**config.mk**
```make
export PLATFORM = sky130hd
export DESIGN_NAME = mesh_feeder
export DESIGN_NICKNAME = d
export VERILOG_FILES = /design/src/rtl/mesh_pkg.sv /design/src/rtl/tile_buffer.sv /design/src/rtl/mesh_feeder.sv
export SDC_FILE = /design/constraint.sdc
export NUM_CORES = 1
export LEC_CHECK = 0
export ABC_AREA = 1
export ABC_CLOCK_PERIOD_IN_PS = 6200
export CAP_MARGIN = 20
export CORE_MARGIN = 4
export CORE_UTILIZATION = 55
export DETAILED_ROUTE_END_ITERATION = 8
export PLACE_DENSITY = 0.86
export SLEW_MARGIN = 10
export SYNTH_ARGS = -nofsm -noshare
export SYNTH_HDL_FRONTEND = slang
export SYNTH_SLANG_ARGS = --single-unit
export TNS_END_PERCENT = 30
```
**constraint.sdc**
```tcl
create_clock -name clk_i -period 6.2 [get_ports clk_i]
set_clock_uncertainty 0.1 [all_clocks]
set_input_delay 1.24 -clock clk_i [delete_from_list [all_inputs] [get_ports clk_i]]
set_output_delay 1.24 -clock clk_i [all_outputs]
set_load 0.01 [all_outputs]
```
**src/rtl/mesh_pkg.sv**
```systemverilog
// Shared types and helpers for the mesh operand feeder.
package mesh_pkg;

    localparam int unsigned DEFAULT_N = 2;

    typedef enum logic [1:0] {
        IDLE   = 2'd0,
        STREAM = 2'd1,
        DONE   = 2'd2
    } feeder_state_t;

    function automatic int unsigned stream_beats(input int unsigned n);
        return 2 * n - 1;
    endfunction

    // Beat counter width; holds 0 .. 2N-2.
    function automatic int unsigned cnt_width(input int unsigned n);
        return $clog2(stream_beats(n));
    endfunction

endpackage

```
**src/rtl/tile_buffer.sv**
```systemverilog
// One N x N operand tile: row-write port, loaded bitmap and skewed diagonal read.
module tile_buffer
    import mesh_pkg::*;
#(
    parameter int unsigned N          = DEFAULT_N,
    parameter int unsigned DATA_WIDTH = 32,
    parameter bit          TRANSPOSE  = 1'b0,
    parameter int unsigned ROW_W      = $clog2(N),
    parameter int unsigned CNT_W      = cnt_width(N)
) (
    input  logic                  clk_i,
    input  logic                  rstn_i,
    input  logic                  we_i,
    input  logic [ROW_W-1:0]      row_i,
    input  logic [DATA_WIDTH-1:0] data_i [N],
    input  logic                  clr_i,
    input  logic [CNT_W-1:0]      t_i,
    output logic [N-1:0]          loaded_o,
    output logic [DATA_WIDTH-1:0] diag_o [N]
);

    logic [DATA_WIDTH-1:0] rows_q [N][N];
    logic [N-1:0]          loaded_q;

    // Tile storage is intentionally not reset; out-of-range rows match nothing.
    always_ff @(posedge clk_i) begin
        for (int r = 0; r < N; r++) begin
            if (we_i && row_i == ROW_W'(r)) begin
                rows_q[r] <= data_i;
            end
        end
    end

    always_ff @(posedge clk_i) begin
        if (!rstn_i) begin
            loaded_q <= '0;
        end else if (clr_i) begin
            loaded_q <= '0;
        end else begin
            for (int r = 0; r < N; r++) begin
                if (we_i && row_i == ROW_W'(r)) begin
                    loaded_q[r] <= 1'b1;
                end
            end
        end
    end

    assign loaded_o = loaded_q;

    // Lane i carries element (i, t-i), or (t-i, i) when read transposed.
    always_comb begin
        for (int i = 0; i < N; i++) begin
            diag_o[i] = '0;
        end
        for (int i = 0; i < N; i++) begin
            for (int j = 0; j < N; j++) begin
                if (int'(t_i) == i + j) begin
                    diag_o[i] = TRANSPOSE ? rows_q[j][i] : rows_q[i][j];
                end
            end
        end
    end

endmodule

```
**src/rtl/mesh_feeder.sv**
```systemverilog
// Buffers an A/B operand tile pair and streams it into the systolic mesh with diagonal skew.
module mesh_feeder
    import mesh_pkg::*;
#(
    parameter int unsigned N          = DEFAULT_N,
    parameter int unsigned DATA_WIDTH = 32
) (
    input  logic                   clk_i,
    input  logic                   rstn_i,
    input  logic                   load_valid_i,
    output logic                   load_ready_o,
    input  logic                   load_sel_i,
    input  logic [$clog2(N)-1:0]   load_row_i,
    input  logic [DATA_WIDTH-1:0]  load_data_i [N],
    input  logic                   start_i,
    output logic                   busy_o,
    output logic                   done_o,
    output logic [DATA_WIDTH-1:0]  west_o [N],
    output logic [DATA_WIDTH-1:0]  north_o [N],
    output logic                   inputs_valid_o
);

    localparam int unsigned ROW_W = $clog2(N);
    localparam int unsigned CNT_W = cnt_width(N);
    localparam logic [CNT_W-1:0] LAST_BEAT = CNT_W'(stream_beats(N) - 1);

    feeder_state_t         state_q, state_d;
    logic [CNT_W-1:0]      cnt_q, cnt_d;
    logic                  clr;
    logic                  load_we;
    logic [N-1:0]          loaded_a, loaded_b;
    logic [DATA_WIDTH-1:0] diag_a [N];
    logic [DATA_WIDTH-1:0] diag_b [N];

    assign load_we = load_valid_i && load_ready_o;

    // Tiles are read at the beat about to be registered onto the outputs.
    tile_buffer #(
        .N(N), .DATA_WIDTH(DATA_WIDTH), .TRANSPOSE(1'b0), .ROW_W(ROW_W), .CNT_W(CNT_W)
    ) u_tile_a (
        .clk_i    (clk_i),
        .rstn_i   (rstn_i),
        .we_i     (load_we && !load_sel_i),
        .row_i    (load_row_i),
        .data_i   (load_data_i),
        .clr_i    (clr),
        .t_i      (cnt_d),
        .loaded_o (loaded_a),
        .diag_o   (diag_a)
    );

    tile_buffer #(
        .N(N), .DATA_WIDTH(DATA_WIDTH), .TRANSPOSE(1'b1), .ROW_W(ROW_W), .CNT_W(CNT_W)
    ) u_tile_b (
        .clk_i    (clk_i),
        .rstn_i   (rstn_i),
        .we_i     (load_we && load_sel_i),
        .row_i    (load_row_i),
        .data_i   (load_data_i),
        .clr_i    (clr),
        .t_i      (cnt_d),
        .loaded_o (loaded_b),
        .diag_o   (diag_b)
    );

    always_ff @(posedge clk_i) begin
        if (!rstn_i) begin
            state_q <= IDLE;
            cnt_q   <= '0;
        end else begin
            state_q <= state_d;
            cnt_q   <= cnt_d;
        end
    end

    always_comb begin
        state_d = state_q;
        cnt_d   = cnt_q;
        clr     = 1'b0;
        case (state_q)
            IDLE: begin
                cnt_d = '0;
                if (start_i && (&loaded_a) && (&loaded_b)) begin
                    state_d = STREAM;
                end
            end
            STREAM: begin
                if (cnt_q == LAST_BEAT) begin
                    state_d = DONE;
                    cnt_d   = '0;
                    clr     = 1'b1;
                end else begin
                    cnt_d = cnt_q + CNT_W'(1);
                end
            end
            DONE: begin
                state_d = IDLE;
                cnt_d   = '0;
            end
            default: begin
                state_d = IDLE;
                cnt_d   = '0;
            end
        endcase
    end

    // Outputs register the upcoming state so they line up with it.
    always_ff @(posedge clk_i) begin
        if (!rstn_i) begin
            busy_o         <= 1'b0;
            done_o         <= 1'b0;
            inputs_valid_o <= 1'b0;
            load_ready_o   <= 1'b1;
            for (int i = 0; i < N; i++) begin
                west_o[i]  <= '0;
                north_o[i] <= '0;
            end
        end else begin
            busy_o         <= (state_d == STREAM);
            done_o         <= (state_d == DONE);
            inputs_valid_o <= (state_d == STREAM);
            load_ready_o   <= (state_d == IDLE);
            for (int i = 0; i < N; i++) begin
                west_o[i]  <= (state_d == STREAM) ? diag_a[i] : '0;
                north_o[i] <= (state_d == STREAM) ? diag_b[i] : '0;
            end
        end
    end

endmodule
```
### Word level (Yosys, flattened, before mapping)

Memory sizes are Yosys's and may differ from the RTL's.
Index checks and enable logic that the tools add are counted.

| word-level totals | value |
|---|---|
| memories kept | 2 |
| register bits | 139 |
| memory bits (writable) | 256 |
| word-level logic and storage cells | 72 |
| bits of input ports | 70 |

| cells by class | value |
|---|---|
| equal/unequal tests | 6 |
| reduce and logical (&&, ||, !) cells | 19 |
| add/sub/neg operators | 1 |
| bitwise gates (word level) | 2 |
| muxes and demuxes | 29 |

Memory list:

| memory | words | width | read ports | clocked after memory_dff | write ports | line | source |
|---|---|---|---|---|---|---|---|
| u_tile_a.rows_q | 2 | 64 | 2 | 0 | 1 | tile_buffer.sv:22 | `logic [DATA_WIDTH-1:0] rows_q [N][N];` |
| u_tile_b.rows_q | 2 | 64 | 2 | 0 | 1 | tile_buffer.sv:22 |  |

Operators with widths:

| cell | count |
|---|---|
| 32-bit two-way mux | 8 |
| 64-bit two-way mux | 2 |
| 64-bit OR reduction | 2 |
| 1-bit two-way mux | 14 |
| 1-bit logical AND | 9 |
| 2-bit equality test, second input constant | 4 |
| 2-bit two-way mux | 4 |
| 2-bit zero test | 3 |
| 2-bit AND reduction | 3 |
| 2-bit by 1-bit equality test with 1-bit output, second input constant | 2 |
| 2-bit case mux with 2 select lines | 1 |
| 2-bit by 1-bit adder with 2-bit output, second input constant | 1 |
| 1-bit inverter | 2 |
| 2-bit OR reduction | 1 |
| 1-bit zero test | 1 |

### Depth between registers and ports, before layout

| logic depth | value |
|---|---|
| word-level depth | 7 |
| gate-level depth with buffers | 9 |

### Hierarchy

A second synthesis with hierarchy kept.

| unflattened totals | value |
|---|---|
| cells, all modules | 1137 |
| area, all modules | 13664.4 um2 |

By module, submodules not included:

| module | times used | seq. area each (um2) | cells an instance | area each (um2) |
|---|---|---|---|---|
| tile_buffer | 2 | 3883.7 | 350 | 4737.0 |
| mesh_feeder | 1 | 2702.6 | 437 | 4190.3 |

### Least setup slack after synthesis

Ideal clock, no wire load.

| timing | value |
|---|---|
| kind | in2reg |
| start point | input port load_sel_i |
| end point | memory u_tile_a.rows_q[0][100] (netlist name), enable pin |
| library setup time | 0.487 ns |
| data arrival time | 4.061 ns |
| path buffers | 0 |
| stages on the path | 3 |
| slack | 1.552 ns |
| cell sequence | inv_1 > nand3_1 > nor2_1 |

| on the way | value |
|---|---|
| word-level cells in the longest chain between the ends | 7 |
| elaborated cells on any way between the ends | 11 |

RTL lines:

| what | line | source |
|---|---|---|
| from (decl) | mesh_feeder.sv:12 | `input logic load_sel_i,` |
| 1-bit zero test * | mesh_feeder.sv:43 | `.we_i (load_we && !load_sel_i),` |
| 1-bit logical AND * | mesh_feeder.sv:43 |  |
| 1-bit logical AND | tile_buffer.sv:28 | `if (we_i && row_i == ROW_W'(r)) begin` |
| 1-bit two-way mux | tile_buffer.sv:28 |  |
| 1-bit two-way mux (not written as such) | tile_buffer.sv:29 | `rows_q[r] <= data_i;` |
| 64-bit OR reduction (no line) | -- |  |
| 1-bit two-way mux (no line) | -- |  |
| to (decl) | tile_buffer.sv:22 |  |

Mark *: on every way between the ends. The rest lies on a longest branch, timed or not.

### Final worst setup path

| timing | value |
|---|---|
| start point | input port load_row_i |
| end point | memory u_tile_b.rows_q[0][35] (netlist name), enable pin |

| on the way | value |
|---|---|
| word-level cells in the longest chain between the ends | 5 |
| elaborated cells on any way between the ends | 10 |

RTL lines:

| what | line | source |
|---|---|---|
| from (decl) | mesh_feeder.sv:13 | `input logic [$clog2(N)-1:0] load_row_i,` |
| 1-bit logical AND or 1-bit inverter (tied branches) | tile_buffer.sv:28 |  |
| 1-bit two-way mux or 1-bit logical AND (tied branches) | tile_buffer.sv:28 |  |
| 1-bit two-way mux, on equally long branches | tile_buffer.sv:29, tile_buffer.sv:28 |  |
| 64-bit OR reduction (no line) or 1-bit two-way mux (tied branches) | -- |  |
| 1-bit two-way mux (no line) | -- |  |
| to (decl) | tile_buffer.sv:22 |  |

Parallel ways exist; a longest one is shown, timed or not.

==> impl_results.md <==
* Maximum VDD drop at 0.0002151 V
* Largest delay share family, worst path: buffers and inverters
* Synthesized cell area at 0.01365 mm²
* Via density at 5.111
* TNS Setup at 0 ps
* Share of cells above drive strength 1 at 5.930%
* HP Start: u_tile_b.loaded_o[0]
* Final Non-Filler Cells at 1,692
* Gr ovfl total at 0
* Chip width at 165.6 µm
* Clock sink count at 395
* Clk slew on worst S/H paths at 60 ps
* Post-synthesis sequential area ratio at 76.68%
* Number of global-route vias before repair at 8,853
* Reg2reg path depth at 6
* Core footprint at 0.02439 mm²
* Mapped Nets at 1,215
* Fin crit share at 48.44%
* Vias at 8,648
* Hold buffer count at CTS at 0
* Longest Clk Path Bufs at 3
* Global-route wire length before repair at 45,560 µm
* Rel. slew slack at 26.72%
* FF+latch count, synth at 395
* R2r setup slk at 3480 ps
* Hold Path Class: reg2reg
* Hold depth at 2
* DRC violations left at 0
* Post-CTS Resized at 0
* Buf/Inv on CP at 4
* R2r endpoint: west_o[4]
* Top cell type's share of synthesized area at 56.30%
* GRT Util Overall at 21.31%
* Placed inst area at 0.01587 mm²
* Sequential share of power at 54.3%
* Clk_lat worst skew at 500 ps
* Internal power at 4305 µW
* Max Clk Rate at 333.0 MHz
* Row count at 57
* Critical path fanouts, max at 35
* Max-Cap Viols at 0
* Drt first pass iters at 7
* Synthesized area per cell at 11.93 µm²
* Max stage delay cell, worst path: buf_4
* Synth unique cells at 16
* Detailed router's first-iteration violation count at 750
* Post-layout util at 70.52%
* Post-placement cell count at 1,618
* TritonCTS clock tree: built
* Sw Share at 18.61%
* Synthesized instance count at 1,145
* Largest net degree at the start of global routing at 99
* Root buf cell: clkbuf_16
* Fin area at 0.01720 mm²
* Final Setup Violations at 0
* # H-tree levels at 2
* Tightest Pin Transition at 1099 ps
* Initial antenna violation count at 3
* Worst r2r src: cnt_q[1]
* Initial Util at 55.98%
* Endpoint, Worst Hold: u_tile_b.loaded_o[0]
* Top post-synthesis cells by area: edfxtp_1 (56%), dfxtp_1 (20%), nand3_1 (7.1%)
* Area growth syn-to-layout at 25.97%
* PD cells at 307.5 mW/mm²
* Max Slew Vio Count at 0
* HPWL after DPL at 17,270 µm
* Unrepaired setup endpoints after global routing: false
* CP Data Required Time at 6240 ps
* Sw Pwr at 984.4 µW
* Outcome: completed
* Per-cell routed wire length at 17.20 µm
* Die area at 0.02741 mm²
* Die height at 165.6 µm
* Fillers at 1,605
* Share of power burned in combinational logic at 2.2%
* Cts bufs inserted at 38
* P_leak at 0.006631 µW
* Minimum clock period at 3003 ps
* Critical path cell sequence: clkdlybuf4s50_1 > inv_1 > nand4_1 > clkinv_2 > buf_4
* Crit-path max cell delay at 580 ps
* Fin. Hold Viols at 0
* Crit path launch type: input pin
* Syn. warnings at 0
* Nets at 1,406
* Post-route ant nets at 0
* IO Pins at 202
* Clk pwr share at 43.5%
* Postcts setup bufs at 0
* Largest area contributor in the netlist: edfxtp_1
* Port Buffers at 201
* Type of the worst setup path: in2reg
* Endpoint type of the worst setup path: flip-flop
* Placer congestion estimate at 0.7530
* CP arrival at 3040 ps
* Total detailed-routing wirelength at 29,100 µm
## synthesized netlist by cell type
library cell,instances
buf_1,2
nor2_4,2
nand2_1,202
o21ai_0,1
nand3_1,194
edfxtp_1,256
buf_4,10
dfxtp_1,139
nor2_1,141
inv_2,2
o21ai_1,1
clkbuf_1,2
nand4_1,3
nor3_1,2
inv_1,139
buf_2,49
## metal layers
metal / part of all wire [%] / global-route usage [%]
met1: 40 / 26.84
met2: 51 / 37.62
met3: 6.8 / 4.765
met4: 1.8 / 5.437
met5: 0.16 / 0
## worst reg2reg max path, cell delays in order, from the launching register on
cell     delay, ps
dfxtp_1        370
nor2_4         640
buf_4          890
nand3_1        350
nand2_1        160
inv_1           60
nor2_1          90
## metrics by stage
stage	hold WS, ps	setup WS, ps	power [µW]
after floorplan	340.2	1552	2962
after global placement	349.1	2412	3035
after detailed placement	363.8	2646	3046
after CTS	379.6	2840	5322
after global routing	417.1	3066	5445
final	382.9	3197	5289
## cells by family (layout without fill, tap and decap cells)
logic type             Yosys count  in the layout  synth area share (%)
other                            0              2                     0
flip-flops                     395            395                 76.68
AO/OA/AOI/OAI                    2              2               0.07324
AND/OR/NAND/NOR                544            544                 16.92
buffers and inverters          204            425                 6.332
## cell type report
cell class	instances	area, µm²	area share [%]
multi-input combinational	546	2345	13.63
antenna	2	5.005	0.02910
clock buffer	64	1234	7.172
timing repair buffer	214	2155	12.53
tap	324	405.4	2.357
sequential	395	10470	60.87
clock inverter	6	53.80	0.3128
inverter	141	533.0	3.099
## sequential cells by signal, summed over array words and instances, names as in the netlist
signal             flops
u_tile_b.rows_q      128
load_ready_o           1
west_o                64
u_tile_a.loaded_o      2
u_tile_a.rows_q      128
done_o                 1
north_o               64
u_tile_b.loaded_o      2
state_q                2
inputs_valid_o         1
cnt_q                  2
## layout by cell type, fill, tap and decap left out, drive strengths merged, types with 3 or more instances in the layout
master         netlist  final
edfxtp             256    256
nand2              202    202
clkdlybuf4s50        0    201
nand3              194    194
nor2               143    143
dfxtp              139    139
inv                141    138
clkbuf               2     64
buf                 61     13
clkinv               0      8
nand4                3      3
## worst max path at each step
stage | start | to | slack [ps] | cells past startpoint
2_1_floorplan | load_sel_i | u_tile_a.rows_q[0][100] | 1550 | 3
3_3_place_gp | load_valid_i | u_tile_a.rows_q[0][102] | 2410 | 4
3_5_place_dp | load_row_i | u_tile_b.rows_q[0][34] | 2650 | 5
4_1_cts | state_q[0] | west_o[4] | 2840 | 8
5_1_grt | load_row_i | u_tile_b.rows_q[0][36] | 3070 | 5
6_report | load_row_i | u_tile_b.rows_q[0][35] | 3200 | 5
## power groups by stage
| stage | sequential [µW] | combinational (µW) | clock (µW) |
|---|---|---|---|
| 5_1_grt | 2880 | 128 | 2440 |
| 6_report | 2870 | 117 | 2300 |
| 4_1_cts | 2870 | 118 | 2330 |
| 3_3_place_gp | 2930 | 109 | 0 |
| 3_5_place_dp | 2930 | 116 | 0 |
| 2_1_floorplan | 2930 | 33.3 | 0 |
(Power assumes the default switching activity.)
